**config.mk**
```make
export PLATFORM = sky130hd
export DESIGN_NAME = timer_alarm_sched
export DESIGN_NICKNAME = d
export VERILOG_FILES = /design/src/rtl/timer_pkg.sv /design/src/rtl/rr_arbiter.sv /design/src/rtl/timer_alarm_sched.sv
export SDC_FILE = /design/constraint.sdc
export NUM_CORES = 1
export LEC_CHECK = 0
export CELL_PAD_IN_SITES_DETAIL_PLACEMENT = 0
export CELL_PAD_IN_SITES_GLOBAL_PLACEMENT = 1
export CORE_MARGIN = 2
export CORE_UTILIZATION = 43
export DETAILED_ROUTE_END_ITERATION = 10
export PLACE_DENSITY_LB_ADDON = 0.1
export SLEW_MARGIN = 20
export SYNTH_ARGS = -nofsm -noshare
export SYNTH_HDL_FRONTEND = slang
export SYNTH_SLANG_ARGS = --single-unit
```
**constraint.sdc**
```tcl
create_clock -name clk_i -period 10.4 [get_ports clk_i]
set_clock_uncertainty 0.2 [all_clocks]
set_input_delay 3.12 -clock clk_i [delete_from_list [all_inputs] [get_ports clk_i]]
set_output_delay 3.12 -clock clk_i [all_outputs]
set_load 0.005 [all_outputs]
```
**src/rtl/timer_pkg.sv**
```systemverilog
// Shared types and helpers for the alarm scheduler built on the free-running timer_us counter.
package timer_pkg;

  localparam int unsigned TwDefault  = 32;
  localparam int unsigned NChDefault = 4;

  // Wrap-safe "now has reached deadline": sign of the modular difference.
  // Callers must use TW == TwDefault.
  function automatic logic time_reached(input logic [TwDefault-1:0] now,
                                        input logic [TwDefault-1:0] deadline);
    logic [TwDefault-1:0] diff;
    diff = now - deadline;
    return ~diff[TwDefault-1];
  endfunction

endpackage

```
**src/rtl/rr_arbiter.sv**
```systemverilog
// Round-robin arbiter: first eligible requester at or after ptr_i wins; one grant per cycle.
module rr_arbiter #(
  parameter int unsigned N = 4
) (
  input  logic [N-1:0]         req_i,
  input  logic [N-1:0]         mask_i,
  input  logic [$clog2(N)-1:0] ptr_i,
  output logic [N-1:0]         gnt_o,
  output logic [$clog2(N)-1:0] gnt_idx_o,
  output logic                 valid_o
);

  localparam int unsigned IdxW = $clog2(N);

  logic [N-1:0]    eligible;
  logic [IdxW-1:0] cand;

  always_comb begin
    eligible  = req_i & ~mask_i;
    gnt_o     = '0;
    gnt_idx_o = '0;
    valid_o   = 1'b0;
    cand      = '0;
    for (int unsigned i = 0; i < N; i++) begin
      cand = IdxW'((32'(ptr_i) + i) % N);
      if (!valid_o && eligible[cand]) begin
        valid_o     = 1'b1;
        gnt_o[cand] = 1'b1;
        gnt_idx_o   = cand;
      end
    end
  end

endmodule

```
**src/rtl/timer_alarm_sched.sv**
```systemverilog
// One-shot alarm channels sharing a free-running timer: round-robin arming, one shared
// comparator scanning channels, sticky expiry flags and a registered IRQ.
module timer_alarm_sched
  import timer_pkg::*;
#(
  parameter int unsigned N_CH = NChDefault,
  parameter int unsigned TW   = TwDefault
) (
  input  logic             clk_i,
  input  logic             rst_i,
  input  logic [TW-1:0]    t_now_i,
  input  logic [N_CH-1:0]  arm_req_i,
  input  logic [N_CH*TW-1:0] arm_dur_i,
  output logic [N_CH-1:0]  arm_ack_o,
  input  logic [N_CH-1:0]  cancel_i,
  input  logic [N_CH-1:0]  clr_i,
  output logic [N_CH-1:0]  active_o,
  output logic [N_CH-1:0]  expired_o,
  output logic             irq_o
);

  localparam int unsigned IdxW = $clog2(N_CH);

  logic [N_CH-1:0] ack_q, active_q, active_d, expired_q, expired_d;
  logic [N_CH-1:0] gnt, exp_hit;
  logic [IdxW-1:0] rr_q, scan_q, gnt_idx;
  logic            gnt_valid, irq_q, reached;
  logic [TW-1:0]   deadline_q [N_CH];
  logic [TW-1:0]   dur_sel;

  // The previous cycle's ack masks its requester, which is still dropping req.
  rr_arbiter #(
    .N (N_CH)
  ) u_arb (
    .req_i     (arm_req_i),
    .mask_i    (ack_q),
    .ptr_i     (rr_q),
    .gnt_o     (gnt),
    .gnt_idx_o (gnt_idx),
    .valid_o   (gnt_valid)
  );

  assign dur_sel = arm_dur_i[gnt_idx*TW +: TW];

  // Single shared comparator, time-multiplexed over the channels by the scan index.
  assign reached = time_reached(t_now_i, deadline_q[scan_q]);

  // Per-channel priority: arm > cancel > expire; expire beats clr.
  always_comb begin
    active_d        = active_q;
    expired_d       = expired_q;
    exp_hit         = '0;
    exp_hit[scan_q] = active_q[scan_q] & reached & ~cancel_i[scan_q] & ~gnt[scan_q];
    for (int unsigned k = 0; k < N_CH; k++) begin
      if (gnt[k]) begin
        active_d[k]  = 1'b1;
        expired_d[k] = 1'b0;
      end else begin
        if (cancel_i[k]) active_d[k] = 1'b0;
        if (exp_hit[k]) begin
          active_d[k]  = 1'b0;
          expired_d[k] = 1'b1;
        end else if (clr_i[k]) begin
          expired_d[k] = 1'b0;
        end
      end
    end
  end

  always_ff @(posedge clk_i or posedge rst_i) begin
    if (rst_i) begin
      ack_q     <= '0;
      active_q  <= '0;
      expired_q <= '0;
      irq_q     <= 1'b0;
      rr_q      <= '0;
      scan_q    <= '0;
      for (int unsigned k = 0; k < N_CH; k++) deadline_q[k] <= '0;
    end else begin
      ack_q     <= gnt;
      active_q  <= active_d;
      expired_q <= expired_d;
      irq_q     <= |expired_d;
      scan_q    <= (scan_q == IdxW'(N_CH - 1)) ? '0 : scan_q + IdxW'(1);
      if (gnt_valid) begin
        deadline_q[gnt_idx] <= t_now_i + dur_sel;
        rr_q                <= (gnt_idx == IdxW'(N_CH - 1)) ? '0 : gnt_idx + IdxW'(1);
      end
    end
  end

  assign arm_ack_o = ack_q;
  assign active_o  = active_q;
  assign expired_o = expired_q;
  assign irq_o     = irq_q;

endmodule

```
==> results.rst <==
.. list-table::
   :header-rows: 1

   * - Metric
     - Value
   * - Run status
     - finished clean
   * - Antenna-violating nets left
     - 0
   * - Port Buffers
     - 186
   * - Vias in the first global route
     - 8830
   * - Clock sinks
     - 145
   * - Top post-synthesis cells by count
     - sky130_fd_sc_hd__nand2_1, sky130_fd_sc_hd__dfrtp_1, sky130_fd_sc_hd__o21ai_0, sky130_fd_sc_hd__ha_1, sky130_fd_sc_hd__clkbuf_1
   * - Source of the worst register-to-register timing path
     - rr_q[0]$_DFFE_PP0P_
   * - Synth unique cells
     - 66
   * - Max stage delay on crit path
     - 540 ps
   * - # nets final
     - 1545
   * - Classification of the worst setup path
     - input pin to register
   * - Slowest stage cell on the critical path
     - sky130_fd_sc_hd__o31ai_1
   * - Total of max-cap violations
     - 0
   * - Kind of capture point of the worst setup path
     - register
   * - Number of filler instances in the final layout
     - 2084
   * - Count of final hold-check violations
     - 0
   * - Max transition margin
     - 0.3845
   * - GR Util All Layers
     - 0.2651
   * - FF-to-FF setup slack
     - 3430 ps
   * - Clock buffer depth
     - 2
   * - Wire length per cell after detailed routing
     - 19.65 um
   * - Synthesized flop and latch total
     - 145
   * - Hpwl dp
     - 22870 um
   * - Share of async-settable or async-resettable flops after synthesis
     - 1.000
   * - HP Class
     - register to register
   * - Library cell with the highest instance count after synthesis
     - sky130_fd_sc_hd__nand2_1
   * - Total routed wirelength
     - 31250 um
   * - Clock period minus worst slack
     - 8763 ps
   * - Maximum number of pins on one net before global-route repair
     - 74
   * - H-tree level count
     - 4
   * - Largest delay share family, worst path
     - compound AO/OA/AOI/OAI gates
   * - Layout cells sized above 1
     - 0.07592
   * - Cts bufs inserted
     - 17
   * - Transition time of the tightest slew-check pin
     - 923.2 ps
   * - Post-synthesis sequential area ratio
     - 0.3663
   * - Clock tree root driver cell
     - sky130_fd_sc_hd__clkbuf_16
   * - DRC violation total after the first TritonRoute iteration
     - 682
   * - Top post-synthesis cells by area
     - sky130_fd_sc_hd__dfrtp_1, sky130_fd_sc_hd__nand2_1, sky130_fd_sc_hd__ha_1
   * - Area of the die
     - 24260 um2
   * - CP Launch Type
     - input pin
   * - Synth warnings
     - 0
   * - Cell depth of the worst flop-to-flop path
     - 21
   * - First-pass GRT wire length
     - 49630 um
   * - Number of cells on the worst hold path
     - 2
   * - Number of vias after detailed routing
     - 8835
   * - Worst hold slack across all endpoints
     - 274.7 ps
   * - Mapped Area
     - 9904 um2
   * - Number of I/O pins
     - 187
   * - Arrival time of the worst setup path
     - 8910 ps
   * - Die Wd
     - 155.8 um
   * - Effective utilization at floorplan
     - 0.4375
   * - Router iterations before antenna repair
     - 5
   * - Die Y
     - 155.8 um
   * - Number of rows in the core area
     - 55
   * - TritonCTS clock tree
     - done
   * - Resize count post-CTS
     - 0
   * - Ys flop type
     - sky130_fd_sc_hd__dfrtp_1
   * - Vias per cell
     - 5.557
   * - Routability congestion estimate
     - 0.8903
   * - P&R area growth vs syn
     - 26.59%
   * - Final setup violating endpoints
     - 0
   * - Total Neg Setup Slack
     - 0 ps
   * - Total core area
     - 22640 um2
   * - Global-route congestion overflow total
     - 0
   * - Crit path capture
     - deadline_q[61]$_DFFE_PP0P_
   * - Critical Path RT
     - 10540 ps
   * - # Post-CTS Setup Buffers
     - 0
   * - Initial antenna violation count
     - 2
   * - Gate Count Post-Synth
     - 1143
   * - Period utilisation layout
     - 0.8426
   * - Buffering stage count on the worst path with inverters included
     - 3
   * - Worst setup path startpoint
     - arm_req_i[2]
   * - Clock-pin slew of the registers on the worst-case setup and hold paths
     - 60 ps
   * - Per-instance average area after synthesis
     - 8.665 um2
   * - Leading area contributor after synthesis
     - sky130_fd_sc_hd__dfrtp_1
   * - Synthesized Nets
     - 1395
   * - Share of the synthesized area in the top cell type
     - 0.3663
   * - Clock latency reported for the late side of the worst-skew pair
     - 430 ps
   * - Remaining DRCs
     - 0
   * - Number of flops mapped to enable cells by yosys
     - 0
   * - Number of pins with negative max-slew slack in the final report
     - 0
   * - R2R Path End
     - deadline_q[61]$_DFFE_PP0P_
   * - Cell depth of the worst setup path
     - 21
   * - Cell breakdown of the critical path
     - clkdlybuf4s50_1 -> nand2b_1 -> and3_1 -> o2111ai_1 -> nand3_1 -> o31a_2 -> inv_2 -> buf_4 -> nand2_1 -> and3_1 -> a31oi_1 -> ha_1 -> nand3_1 -> nor2_1 -> nand2_1 -> o21ai_1 -> nor3_1 -> o31ai_1 -> a221oi_1 -> or3_1 -> nand3_1
   * - Hold-fix buffers, CTS
     - 0
   * - RSZ-0062 raised after global routing
     - false
   * - Top cell by count, worst path
     - sky130_fd_sc_hd__nand3_1
   * - FMAX
     - 0.1141 GHz
   * - Maximum fanout count along the critical path
     - 40
worst min-delay path by stage:
| stage | from | end | slack (ps) |
|---|---|---|---|
| after floorplan | deadline_q[33]$_DFFE_PP0P_ | deadline_q[33]$_DFFE_PP0P_ | 240 |
| after global placement | deadline_q[30]$_DFFE_PP0P_ | deadline_q[30]$_DFFE_PP0P_ | 260 |
| after detailed placement | deadline_q[87]$_DFFE_PP0P_ | deadline_q[87]$_DFFE_PP0P_ | 270 |
| after CTS | deadline_q[87]$_DFFE_PP0P_ | deadline_q[87]$_DFFE_PP0P_ | 280 |
| after global routing | deadline_q[16]$_DFFE_PP0P_ | deadline_q[16]$_DFFE_PP0P_ | 300 |
| final | deadline_q[124]$_DFFE_PP0P_ | deadline_q[124]$_DFFE_PP0P_ | 270 |
sequential cells by signal (all words and copies together) (netlist names):
signal / count
active_o: 4
scan_q: 2
irq_o: 1
rr_q: 2
arm_ack_o: 4
expired_o: 4
deadline_q: 128
metrics by stage:
stage	setup WS (ps)	area [um2]	instances	utilization
3_3_place_gp	1355	11960	1559	0.5284
6_report	1637	12540	1590	0.5538
3_5_place_dp	1268	11960	1559	0.5284
4_1_cts	1713	12540	1589	0.5537
5_1_grt	1128	12540	1590	0.5538
2_1_floorplan	2788	9905	1143	-
cells in the final DEF, fill, tap and decap left out, drive strengths merged, types with 5 or more instances in the layout:
cell type / count
nand2: 281
clkdlybuf4s50: 186
o21ai: 149
dfrtp: 145
ha: 77
inv: 54
nor2: 38
a31oi: 38
and3: 36
mux4: 35
a21oi: 25
a21o: 22
clkbuf: 19
nand3: 16
xor2: 16
xnor2: 14
a211oi: 13
nand4: 12
nand2b: 12
nor3: 11
buf: 11
nor2b: 10
o31ai: 6
a221oi: 6
clkinv: 6
or3: 5
layout make-up:
type                       count  area (um2)  area share
clock buffer                  19       442.9     0.03533
inverter                      52       200.2     0.01597
tap                          285       356.6     0.02844
multi-input combinational    880        5831      0.4650
clock inverter                11       130.1     0.01038
antenna                        1       2.502   0.0001996
sequential                   145        3631      0.2896
timing repair buffer         197        1944      0.1551
logic make-up after synthesis:
kind of cell               after synthesis  synth area share
AOI/OAI and AO/OA                      295            0.1818
xor gates and xnor gates                30           0.02729
adders and majority gates               78           0.09929
buffers and inverters                  118           0.04611
DFF                                    145            0.3663
muxes                                   39           0.08413
and+or+nand+nor                        438            0.1950
tightest hold or removal path: stages, from the launching register on:
cell                      delay, ps
sky130_fd_sc_hd__dfrtp_1        340
sky130_fd_sc_hd__nand2_1         40
sky130_fd_sc_hd__o21ai_0         60
metal layers:
layer	global-route usage	part of all wire
met2	0.4324	0.47
met5	0	0.00042
met3	0.05167	0.054
met4	0.06422	0.017
met1	0.3660	0.46
Power is not shown: default switching activity piles up to over one toggle a cycle in this logic, so the estimate is an artifact.
